File: src/rtl/light_frame_sender_pkg.sv
// light_frame_sender_pkg: shared FSM encoding, byte-order constants and defaults
package light_frame_sender_pkg;
  localparam int PIXEL_COUNT_DEF = 150;
  localparam int UNIVERSES_DEF = 16;
  localparam int ACK_TIMEOUT = 1024;
  localparam logic [1:0] BLUE = 2'd0;
  localparam logic [1:0] GREEN = 2'd1;
  localparam logic [1:0] RED = 2'd2;
  typedef enum logic [2:0] {IDLE, SETUP, SHIFT, NEXT, HOLD, GAP} state_t;
  typedef struct packed {
    logic [7:0] b;
    logic [7:0] g;
    logic [7:0] r;
  } pixel_t;
endpackage

File: src/rtl/light_frame_sender_spi_byte_tx.sv
// spi_byte_tx: SPI mode-0 byte shifter, MSB first
// Ports: clk, rst (sync, active high); load/tx_byte start a byte and restart the
// timing; sck idles low; mosi is the current bit; byte_done is high on the last
// cycle of the final high half, so a load on that cycle lands on the falling edge.
// After load: SCK_HALF cycles low, then 8 x (SCK_HALF high, SCK_HALF low) with the
// last low half left to the next load or to the caller.
module spi_byte_tx
  import light_frame_sender_pkg::*;
#(
  parameter int SCK_HALF = 4
) (
  input  logic       clk,
  input  logic       rst,
  input  logic       load,
  input  logic [7:0] tx_byte,
  output logic       sck,
  output logic       mosi,
  output logic       byte_done
);
  localparam int HW = $clog2(SCK_HALF);
  logic [7:0] sreg;
  logic [2:0] bits;
  logic [HW-1:0] cnt;
  logic active;
  logic half_end;
  assign half_end = active && cnt == HW'(SCK_HALF - 1);
  assign byte_done = half_end && sck && bits == 3'd7;
  assign mosi = sreg[7];
  always_ff @(posedge clk)
    if (rst) begin
      sreg <= '0;
      bits <= '0;
      cnt <= '0;
      active <= 1'b0;
      sck <= 1'b0;
    end else if (load) begin
      sreg <= tx_byte;
      bits <= '0;
      cnt <= '0;
      active <= 1'b1;
      sck <= 1'b0;
    end else if (active) begin
      cnt <= half_end ? '0 : cnt + 1'b1;
      if (half_end) begin
        sck <= !sck;
        if (sck) begin
          // data advances only on a falling edge; the last bit is held
          active <= bits != 3'd7;
          bits <= bits + 1'b1;
          sreg <= bits != 3'd7 ? {sreg[6:0], 1'b0} : sreg;
        end
      end
    end
endmodule

File: src/rtl/light_frame_sender.sv
// light_frame_sender: streams one universe frame (header + B,G,R per pixel) over SPI
// Ports: clk, rst (sync, active high); start/universe request a frame; busy, done,
// err status; pix_rd/pix_addr read pixels, pix_blue/green/red return one cycle
// later; sender_cs/sck/mosi drive the SPI link; sender_done is the per-byte ack.
// Option: define LIGHT_SENDER_ACK_EN to pace bytes on sender_done with a timeout.
module light_frame_sender
  import light_frame_sender_pkg::*;
#(
  parameter int PIXEL_COUNT = PIXEL_COUNT_DEF,
  parameter int UNIVERSES = UNIVERSES_DEF,
  parameter int SCK_HALF = 4,
  parameter int CS_GAP = 16
) (
  input  logic       clk,
  input  logic       rst,
  input  logic       start,
  input  logic [7:0] universe,
  output logic       busy,
  output logic       done,
  output logic       err,
  output logic [7:0] pix_addr,
  output logic       pix_rd,
  input  logic [7:0] pix_blue,
  input  logic [7:0] pix_green,
  input  logic [7:0] pix_red,
  output logic       sender_cs,
  output logic       sender_sck,
  output logic       sender_mosi,
  input  logic       sender_done
);
  localparam int NBYTES = 1 + 3 * PIXEL_COUNT;
  localparam int BW = $clog2(NBYTES);
  localparam int PW = PIXEL_COUNT > 1 ? $clog2(PIXEL_COUNT) : 1;
  localparam int TBASE = CS_GAP > SCK_HALF ? CS_GAP : SCK_HALF;
`ifdef LIGHT_SENDER_ACK_EN
  localparam int TMAX = TBASE > ACK_TIMEOUT + 1 ? TBASE : ACK_TIMEOUT + 1;
`else
  localparam int TMAX = TBASE;
`endif
  localparam int TW = $clog2(TMAX);
  state_t state, nxt;
  logic [TW-1:0] tmr;
  logic [BW-1:0] byte_cnt;
  logic [1:0] color, nxt_color;
  logic [PW-1:0] pix;
  pixel_t hold;
  logic rd_d;
  logic accept, reject, load, adv, fetch, fin, tout;
  logic tmr_end, gap_end, last, pix_last, byte_done;
  logic [7:0] tx_byte, fetch_addr;
  assign busy = state != IDLE;
  assign accept = state == IDLE && start && 32'(universe) < UNIVERSES;
  assign reject = state == IDLE && start && !(32'(universe) < UNIVERSES);
  assign tmr_end = tmr == TW'(SCK_HALF - 1);
  assign gap_end = tmr == TW'(CS_GAP - 1);
  assign last = byte_cnt == BW'(NBYTES - 1);
  assign pix_last = pix == PW'(PIXEL_COUNT - 1);
  assign adv = load && state != IDLE;
  // byte_cnt/color describe the byte on the wire; the next one follows B,G,R order
  assign nxt_color = (byte_cnt == '0 || color == RED) ? BLUE : color + 2'd1;
  assign tx_byte = state == IDLE ? universe :
                   (byte_cnt == '0 || color == RED) ? hold.b :
                   color == BLUE ? hold.g : hold.r;
  assign fetch_addr = state == SETUP ? 8'd0 : 8'(pix) + 8'd1;
`ifdef LIGHT_SENDER_ACK_EN
  logic [2:0] ack_sync;
  logic ack_rise;
  assign ack_rise = ack_sync[1] && !ack_sync[2];
  always_ff @(posedge clk)
    ack_sync <= rst ? 3'b000 : {ack_sync[1:0], sender_done};
`else
  logic unused_ack;
  assign unused_ack = sender_done;
`endif
  always_comb begin
    nxt = state;
    load = 1'b0;
    fetch = 1'b0;
    fin = 1'b0;
    tout = 1'b0;
    case (state)
      IDLE: begin
        nxt = accept ? SETUP : IDLE;
        load = accept;
      end
      SETUP: begin
        nxt = tmr_end ? SHIFT : SETUP;
        fetch = tmr_end;
      end
      SHIFT: begin
        nxt = byte_done ? (last ? HOLD : NEXT) : SHIFT;
`ifdef LIGHT_SENDER_ACK_EN
        load = 1'b0;
`else
        load = byte_done && !last;
`endif
      end
      NEXT: begin
`ifdef LIGHT_SENDER_ACK_EN
        // the byte loaded on the ack is red when the one just sent was green
        load = ack_rise;
        tout = !ack_rise && tmr == TW'(ACK_TIMEOUT);
        nxt = ack_rise ? SHIFT : tout ? GAP : NEXT;
        fetch = ack_rise && color == GREEN && !pix_last;
`else
        nxt = tmr_end ? SHIFT : NEXT;
        fetch = tmr_end && color == RED && !pix_last;
`endif
      end
      HOLD: begin
        nxt = tmr_end ? GAP : HOLD;
        fin = tmr_end;
      end
      GAP: nxt = gap_end ? IDLE : GAP;
      default: nxt = IDLE;
    endcase
  end
  always_ff @(posedge clk)
    if (rst) begin
      state <= IDLE;
      tmr <= '0;
      byte_cnt <= '0;
      color <= BLUE;
      pix <= '0;
      hold <= '0;
      rd_d <= 1'b0;
      sender_cs <= 1'b1;
      done <= 1'b0;
      err <= 1'b0;
      pix_rd <= 1'b0;
      pix_addr <= 8'd0;
    end else begin
      state <= nxt;
      tmr <= nxt != state ? '0 : tmr + 1'b1;
      sender_cs <= accept ? 1'b0 : (fin || tout) ? 1'b1 : sender_cs;
      done <= fin;
      err <= reject || tout;
      pix_rd <= fetch;
      pix_addr <= fetch ? fetch_addr : pix_addr;
      rd_d <= pix_rd;
      hold <= rd_d ? {pix_blue, pix_green, pix_red} : hold;
      byte_cnt <= accept ? '0 : adv ? byte_cnt + 1'b1 : byte_cnt;
      color <= accept ? BLUE : adv ? nxt_color : color;
      pix <= accept ? '0 : (adv && byte_cnt != '0 && color == RED) ? pix + 1'b1 : pix;
    end
  spi_byte_tx #(.SCK_HALF(SCK_HALF)) u_tx (
    .clk      (clk),
    .rst      (rst),
    .load     (load),
    .tx_byte  (tx_byte),
    .sck      (sender_sck),
    .mosi     (sender_mosi),
    .byte_done(byte_done)
  );
endmodule

File: config.mk
export PLATFORM = sky130hd
export DESIGN_NAME = light_frame_sender
export DESIGN_NICKNAME = d
export VERILOG_FILES = /design/src/rtl/light_frame_sender_pkg.sv /design/src/rtl/light_frame_sender_spi_byte_tx.sv /design/src/rtl/light_frame_sender.sv
export SDC_FILE = /design/constraint.sdc
export NUM_CORES = 1
export LEC_CHECK = 0
export BUFFER_PORTS_ARGS = -buffer_cell sky130_fd_sc_hd__clkbuf_2
export CAP_MARGIN = 20
export CORE_ASPECT_RATIO = 0.75
export CORE_MARGIN = 2
export CORE_UTILIZATION = 35
export DETAILED_ROUTE_END_ITERATION = 6
export HOLD_SLACK_MARGIN = 0.15
export PLACE_DENSITY = 0.58
export SLEW_MARGIN = 20
export SYNTH_ARGS = -nofsm -noshare
export SYNTH_HDL_FRONTEND = slang
export SYNTH_SLANG_ARGS = --single-unit
export TNS_END_PERCENT = 100
File: constraint.sdc
create_clock -name clk -period 1.9 [get_ports clk]
set_input_delay 0.095 -clock clk [delete_from_list [all_inputs] [get_ports clk]]
set_output_delay 0.095 -clock clk [all_outputs]
set_load 0.01 [all_outputs]
### Word level (Yosys, flattened, before mapping)

Cells that the tools add are included.

* register bits after elaboration: 78
* input port bits: 36
* output and inout port bits: 15
* word-level logic and storage cells: 101

* $add $sub $neg: 6
* magnitude comparators: 1
* equal/unequal tests: 14
* mux-type cells: 28
* reduce and logical (&&, ||, !) cells: 33

Operators by type and width (number)
* 8-bit 2-to-1 mux: 9
* 3-bit case mux with 6 select lines: 1
* 1-bit logical AND: 12
* 1-bit 2-to-1 mux: 10
* 2-bit nonzero test: 5
* 9-bit by 1-bit adder with 9-bit output, second input constant: 1
* 3-bit equality test, second input constant: 3
* 9-bit equality test, second input constant: 1
* 9-bit zero test: 1
* 3-bit 2-to-1 mux: 3
* 9-bit nonzero test: 1
* 8-bit by 1-bit adder with 8-bit output, second input constant: 1
* 8-bit equality test, second input constant: 1
* 8-bit by 5-bit less-than comparator with 1-bit output, second input constant: 1
* 3-bit by 2-bit equality test with 1-bit output, second input constant: 2
* 2-bit 2-to-1 mux: 3
* 2-bit OR reduction: 3
* 2-bit by 1-bit adder with 2-bit output, second input constant: 2
* 4-bit by 1-bit adder with 4-bit output, second input constant: 1
* 2-bit equality test, second input constant: 2
* 4-bit by 2-bit equality test with 1-bit output, second input constant: 1
* 4-bit equality test, second input constant: 1
* 1-bit zero test: 4
* 1-bit case mux with 2 select lines: 2
* 11 further kinds: 11

### Depth between registers and ports, before layout

Gate-level depths: netlist of run 1.

* word-level depth: 9
* mapped depth: 8
* gate-level depth less buffers: 7

### Modules after synthesis

A second synthesis of run 1 with hierarchy kept.

* cell total of the unflattened synthesis: 424
* area, all modules: 3891.2 um2

Modules (own cells, without submodules)
* light_frame_sender: instances 1, cells each 349, area each 3144.3 um2, seq. area each 1261.2 um2
* spi_byte_tx: instances 1, cells each 75, area each 747.0 um2, seq. area each 300.3 um2

### Worst setup path before layout of run 1

OpenSTA, ideal clock, no wires.

* path type: register to register
* start: register byte_cnt[2]
* end: register u_tx.sreg[6]
* setup time: 141 ps
* arrival: 1754 ps
* data required time: 1759 ps
* path slack: 5 ps
* cell stages (with the launch flop): 7
* path buffers: 1
* period minus slack after synthesis: 1895 ps
* path through: dfxtp_1 -> or4_4 -> o211a_1 -> or2_1 -> buf_6 -> nor3_2 -> a211oi_1

* longest elaborated chain between the ends: 6
* elaborated cells between the ends (all ways): 14
* classes of those cells: 1 x eq/ne; 4 x mux; 9 x reduce/logical

RTL lines
* start, declared: line light_frame_sender.sv:43 `logic [BW-1:0] byte_cnt;`
* start signal, assigned: line light_frame_sender.sv:142 `byte_cnt <= accept ? '0 : adv ? byte_cnt + 1'b1 : byte_cnt;`
* 9-bit equality test: line light_frame_sender.sv:56 `assign last = byte_cnt == BW'(NBYTES - 1);`
* 1-bit zero test: line light_frame_sender.sv:95 `load = byte_done && !last;`
* 1-bit logical AND: line light_frame_sender.sv:95
* 1-bit case mux with 2 select lines: line light_frame_sender.sv:81 `case (state)`
* 2-bit nonzero test (no source line)
* 4-bit AND reduction (no source line)
* end signal, assigned: line light_frame_sender_spi_byte_tx.sv:37 `sreg <= tx_byte;`
* end signal, assigned: line light_frame_sender_spi_byte_tx.sv:50 `sreg <= bits != 3'd7 ? {sreg[6:0], 1'b0} : sreg;`
* end, declared: line light_frame_sender_spi_byte_tx.sv:21 `logic [7:0] sreg;`

Several ways; a longest one is shown, not always the timed one.
A chain may end at the register's enable or synchronous reset.

### Worst setup path after layout of run 1

* start: register byte_cnt[2]
* end: register u_tx.sreg[3]

The elaborated chain is that of the path after synthesis.

==> results of run 1 <==
==> metrics by stage <==
stage	power [mW]	instances	setup slack [ns]	utilization (%)	hold WS (ns)
floorplan	1.76	385	0.00486	-	0.213
global placement	1.83	591	-0.0549	43.7	0.316
detailed placement	1.83	591	-0.117	43.7	0.323
CTS	3.50	638	-0.0261	50.4	0.239
global route	3.60	642	-0.0375	52.1	0.258
finish	3.46	642	0.0317	52.1	0.251
==> sequential cells by signal (all words and copies together), names as in the netlist, 2 cells and up <==
signal	cells
u_tx.bits	3
byte_cnt	9
color	2
hold	24
u_tx.sreg	8
state	3
tmr	4
u_tx.cnt	2
pix	8
pix_addr	8
==> metal layers <==
layer,share of wire [%],track usage (%),up-vias,routed length [um]
met2,47,25.7,60,4250
met1,48,22.7,1515,4320
met5,0,0,-,0
met3,4.0,3.83,10,359
met4,1.4,4.94,0,124
li1,-,-,1596,-
==> worst min-delay path, delay by kind of cell <==
family,cells,cell delay (ns)
buffers and inverters,2,0.32
AND/OR/NAND/NOR,1,0.12
==> synthesized netlist by cell type, types with 6 or more instances <==
cell / number / share of area [%]
nor3_2: 7 / 2.0
nor2_1: 59 / 6.2
nand3_1: 18 / 2.5
xor2_1: 6 / 1.5
mux2i_1: 36 / 10
o2bb2ai_1: 8 / 2.0
nand2_1: 21 / 2.2
xnor2_1: 19 / 4.7
inv_1: 7 / 0.74
a21oi_1: 12 / 1.7
dfxtp_1: 78 / 44
ha_1: 11 / 3.9
a211oi_1: 6 / 1.3
nor3_1: 15 / 2.1
clkbuf_1: 16 / 1.7
==> area by class of cell <==
class | count | area share, %
well taps | 132 | 3.24
inverters | 7 | 0.516
multi-input cells | 275 | 40.3
clock buffers | 10 | 4.69
flip-flops and latches | 78 | 30.7
repair buffers | 134 | 19.7
clock inverters | 6 | 0.884
==> kinds of logic after synthesis <==
kind of cell	after synthesis	share of synthesized area [%]
AOI/OAI and AO/OA	50	10.2
xor gates and xnor gates	25	6.13
adders and majority gates	11	3.85
buffers and inverters	32	3.85
DFF	78	43.7
muxes	41	11.7
and+or+nand+nor	148	20.6
==> repair_timing <==
| action | 4_1_cts | 5_1_grt |
|---|---|---|
| endpoints found under the hold margin | 29 | 0 |
| cloned | 0 | 1 |
| pin swaps | 7 | 11 |
| resized for setup | 12 | 30 |
| setup endpoints to repair | 28 | 44 |
| hold buffers | 30 | 0 |
| buffers inserted | 1 | 3 |
==> path summary, 6_finish.rpt <==
kind                       end        start  cells after the start  slack [ns]
setup / recovery  u_tx.sreg[3]  byte_cnt[2]                      5        0.03
hold / removal        hold[20]          rst                      3        0.25
hold reg to reg    pix_addr[2]  pix_addr[2]                      1        0.46
setup reg to reg  u_tx.sreg[3]  byte_cnt[2]                      5        0.03
==> where the power goes <==
| group | switching [mW] | internal, mW | total, mW | leakage, nW |
|---|---|---|---|---|
| registers | 0.00986 | 1.65 | 1.66 | 0.631 |
| logic | 0.0856 | 0.109 | 0.195 | 1.26 |
| clock network | 0.687 | 0.924 | 1.61 | 0.131 |
| total | 0.782 | 2.68 | 3.46 | 2.02 |
==> impl_metrics.env, run 1 <==
export IMPL_drc=0
export IMPL_place_area_um2=4270
export IMPL_start_kind="register"
export IMPL_drive_gt1_share_pct=32.0
export IMPL_critical_path_peak_fanout=8
export IMPL_dieArea_um2=11000
export IMPL_cts_tree="done"
export IMPL_rsz0062_at_grt="yes"
export IMPL_skew_ns=0.00736
export IMPL_finalCriticalPeriod_ns=1.87
export IMPL_syn_cell_area_um2=3570
export IMPL_crit_path_end_kind="register"
export IMPL_syn_inst=385
export IMPL_core_area_um2=9770
export IMPL_nFillCells=908
export IMPL_cpPeakStageDelay_ns=0.57
export IMPL_regArea_um2=1570
export IMPL_synth_seq_cells=78
export IMPL_grt_pass1_vias=3018
export IMPL_synth_fp_nets=432
export IMPL_grt_util_all_layers_pct=16.5
export IMPL_numCtsBuffers=9
export IMPL_slowest_stage="or4_4"
export IMPL_portBuffers=49
export IMPL_irDropWorstVdd_mv=0.376
export IMPL_antenna_found_initial=0
export IMPL_maxCapViolCount=0
export IMPL_fmax_mhz=535
export IMPL_wl_um=9050
export IMPL_drtPass1Iterations=4
export IMPL_final_cell_mix="75 x dfxtp_1, 57 x nor2_1, 49 x clkbuf_2, 48 x buf_4, 35 x mux2i_1"
export IMPL_nets=552
export IMPL_cp_cell_sequence="or4_4, o211ai_4, nor3_1, a311oi_2, o311a_1"
export IMPL_start_util_pct=36.5
export IMPL_hp_class="primary input to register"
export IMPL_leakage_nw=2.02
export IMPL_maxSlewViolCount=0
export IMPL_multi_input_area_um2=2050
export IMPL_worstSetupPathType="register to register"
export IMPL_outcome="complete, no violations"
export IMPL_ios=51
export IMPL_dp_final_hpwl_um=6270
export IMPL_place_congestion=0.885
export IMPL_worstPathRequired_ns=2.17
export IMPL_power_density_nw_per_um2=680
export IMPL_grt_pass1_wl_um=14600
export IMPL_die_x_um=121
export IMPL_clk_pin_slew_ns=0.06
export IMPL_arrival_ns=2.14
export IMPL_cts_sinks=78
export IMPL_htree_levels=3
export IMPL_finalSetupViolations=0
export IMPL_worst_slew_pin_slew_ns=0.406
export IMPL_clockRootBuffer="clkbuf_16"
export IMPL_finalCritPeriodShare_pct=98.3
export IMPL_synth_edf_count=0
export IMPL_async_flop_share_pct=0
export IMPL_grt_max_degree=28
export IMPL_ys_types=50
export IMPL_design_area_um2=5090
export IMPL_overflow=0
export IMPL_placementRows=31
export IMPL_die_y_um=91.5
export IMPL_setup_tns_ns=0
export IMPL_cp_num_buf_inv=0
export IMPL_synth_ff_type="dfxtp_1"
export IMPL_crit_family="compound AO/OA/AOI/OAI gates"
export IMPL_drt_iter0_drc=127
export IMPL_syn_avg_cell_area_um2=9.28
export IMPL_layout_commonest_cell="dfxtp_1"
export IMPL_clock_latency_ns=0.33
export IMPL_ant_nets=0
export IMPL_cts_buffer_depth=2
export IMPL_vias_per_cell=4.95
export IMPL_hold_violations=0
export IMPL_max_slew_margin_pct=72.7
export IMPL_area_growth_pct=42.7
export IMPL_yosys_warnings=0
export IMPL_wl_per_cell_um=14.1
export IMPL_n_antenna_cell=0
export IMPL_vias=3181
export IMPL_seq_area_frac_synth_pct=43.7
No activity file was read; power rests on OpenSTA's default activity.
==> run 2: changes to the inputs <==
SYNTH_HIERARCHICAL = 1   (was unset)
==> impl_metrics.env, run 2 <==
export IMPL_dieArea_um2=12000
export IMPL_outcome="complete, but fails checks"
export IMPL_grt_pass1_vias=3219
export IMPL_antenna_found_initial=0
export IMPL_cpPeakStageDelay_ns=0.34
export IMPL_hold_violations=0
export IMPL_cts_buffer_depth=2
export IMPL_vias_per_cell=5.04
export IMPL_finalWorstSetupSlack_ns=-0.152
export IMPL_synth_fp_nets=471
export IMPL_ant_nets=0
export IMPL_rsz0062_at_grt="yes"
export IMPL_fmax_mhz=487
export IMPL_top_register="hold"
export IMPL_core_area_um2=10900
export IMPL_clk_pin_slew_ns=0.06
export IMPL_seq_area_frac_synth_pct=40.1
export IMPL_power_density_nw_per_um2=688
export IMPL_irDropWorstVdd_mv=0.343
export IMPL_violations="negative setup slack"
export IMPL_hp_class="primary input to register"
export IMPL_largest_reg_flops=24
export IMPL_grt_max_degree=27
export IMPL_yosys_top_cells_count="78 x dfxtp_1, 47 x nor2_1, 35 x mux2i_1, 22 x nand2_1, 20 x a21oi_1"
export IMPL_cp_cell_sequence="ha_4, ha_4, and4_4, nor4bb_4, buf_4, o21ai_4, nand2_4, clkbuf_16, nor2b_1, a2111oi_2"
export IMPL_cts_tree="done"
export IMPL_area_growth_pct=42.7
export IMPL_yosysTopAreaCell="dfxtp_1"
export IMPL_place_congestion=0.777
export IMPL_grt_pass1_wl_um=15500
export IMPL_async_flop_share_pct=0
export IMPL_grt_util_met3_pct=3.59
export IMPL_die_x_um=126
export IMPL_finalPower_mw=3.82
export IMPL_clock_latency_ns=0.34
export IMPL_ios=51
export IMPL_synth_top_area_share_pct=40.1
export IMPL_maxSlewViolCount=0
export IMPL_arrival_ns=2.28
export IMPL_layout_commonest_cell="dfxtp_1"
export IMPL_drtPass1Iterations=4
export IMPL_grt_util_all_layers_pct=16.3
export IMPL_use_met1_pct=21.5
export IMPL_worstPathRequired_ns=2.13
export IMPL_synth_seq_cells=78
export IMPL_synthTopCellsByArea="dfxtp_1 40%, mux2i_1 9.0%, nor2_1 4.5%, ha_1 3.5%, a2111oi_2 2.7%"
export IMPL_yosys_warnings=6
export IMPL_critical_path_peak_fanout=12
export IMPL_drc=0
export IMPL_finalSetupViolations=27
export IMPL_finalCritPeriodShare_pct=108
export IMPL_placementRows=33
export IMPL_maxCapViolCount=0
export IMPL_nets=592
export IMPL_ys_types=64
export IMPL_htree_levels=3
export IMPL_skew_ns=0.00686
export IMPL_overflow=0
export IMPL_finalCriticalPeriod_ns=2.05
export IMPL_busiest_layer="met2"
export IMPL_max_slew_margin_pct=73.3
export IMPL_start_util_pct=35.7
export IMPL_portBuffers=49
export IMPL_syn_inst=424
export IMPL_use_met2_pct=26.3
export IMPL_die_y_um=95.3
export IMPL_final_cell_mix="76 x dfxtp_1, 53 x buf_4, 49 x clkbuf_2, 39 x nor2_1, 35 x mux2i_1"
export IMPL_synth_ff_type="dfxtp_1"
export IMPL_worstSetupPathType="register to register"
export IMPL_leakage_nw=2.17
export IMPL_crit_path_end_kind="register"
export IMPL_worst_slew_pin_slew_ns=0.397
export IMPL_slowest_stage="a2111oi_2"
export IMPL_clockRootBuffer="clkbuf_16"
export IMPL_dp_final_hpwl_um=6690
export IMPL_cts_sinks=78
export IMPL_syn_avg_cell_area_um2=9.18
export IMPL_reg_largest_list="hold (24), byte_cnt (9)"
export IMPL_drt_iter0_drc=213
export IMPL_numCtsBuffers=9
export IMPL_wl_per_cell_um=14.7
export IMPL_synth_most_common_cell="dfxtp_1"
export IMPL_setup_tns_ns=-2.54
export IMPL_vias=3478
export IMPL_synth_edf_count=0
export IMPL_syn_cell_area_um2=3890
export IMPL_n_antenna_cell=0
export IMPL_drive_gt1_share_pct=34.0
export IMPL_start_kind="register"
export IMPL_wl_um=10100
export IMPL_crit_top_cell="ha_4"
## run 2: changes by cell type in the layout (fill, tap and decap cells not counted), sizes merged, moves of 6 or more
cell     delta
a2111oi     +6
a21oi       +8
buf         +6
inv         +7
nor2       -12
nor2b       +7
nor3       -11
o21ai      +10
o2bb2ai     -8
o31ai       +6
xnor2      -14
## run 2: worst max-delay path, delay by kind of cell (launching register included)
family                   cells  cell delay, ns
AO/OA/AOI/OAI                2            0.41
adder cells (fa/ha/maj)      2            0.31
buffers and inverters        2            0.35
flip-flops                   1            0.33
AND/OR/NAND/NOR              4            0.54
## run 2: cell families after synthesis
| logic type | synth area share [%] |
|---|---|
| mux | 11.3 |
| fa+ha+maj | 3.54 |
| flops | 40.1 |
| compound gates | 13.4 |
| simple gates | 23.1 |
| xor+xnor | 3.60 |
| buf+inv | 4.89 |
## run 2: layout make-up
class / count / area [um2]
Clock buffer: 10 / 229
Clock inverter: 6 / 68.8
Fill cell: 986 / 5350
Inverter: 13 / 48.8
Multi-Input combinational cell: 304 / 2400
Sequential cell: 78 / 1560
Tap cell: 140 / 175
Timing Repair Buffer: 139 / 1070
## run 2: metal layers
layer	vias to the layer above	part of all wire (%)	wire, um
met3	21	3.9	396
met1	1646	47	4800
met4	0	2.2	226
li1	1756	-	-
met5	-	0	0
met2	55	47	4720
## run 2: final timing paths
path / end / depth (start not counted) / from / slack [ns]
hold reg to reg: pix_addr[3] / 2 / pix_addr[3] / 0.46
setup reg to reg: u_tx/sreg[1] / 10 / u_tx/bits[0] / -0.15
setup / recovery: u_tx/sreg[1] / 10 / u_tx/bits[0] / -0.15
hold / removal: u_tx/sreg[2] / 5 / universe[2] / 0.21
## run 2: what timing repair did
| action | 4_1_cts | 5_1_grt |
|---|---|---|
| endpoints found under the hold margin | 30 | 0 |
| pin swaps | 13 | 29 |
| endpoints found under the setup margin | 31 | 38 |
| hold buffers | 27 | 0 |
| gates cloned | 0 | 2 |
| resized for setup | 15 | 36 |
| setup buffers | 7 | 6 |
## run 2: power breakdown
group / switching [mW] / internal [mW]
combinational: 0.196 / 0.195
clock: 0.699 / 1.03
sequential: 0.0323 / 1.67
## run 2: stage by stage
step           utilization, %  setup slack [ns]  cells  cell area, um2  hold slack (ns)
2_1_floorplan               -            -0.122    424            3990            0.242
3_3_place_gp             42.5            -0.272    634            4630            0.332
3_5_place_dp             42.5            -0.365    634            4630            0.345
4_1_cts                  48.8            -0.129    683            5320            0.194
5_1_grt                  50.9            -0.230    690            5550            0.237
6_report                 50.9            -0.152    690            5550            0.209
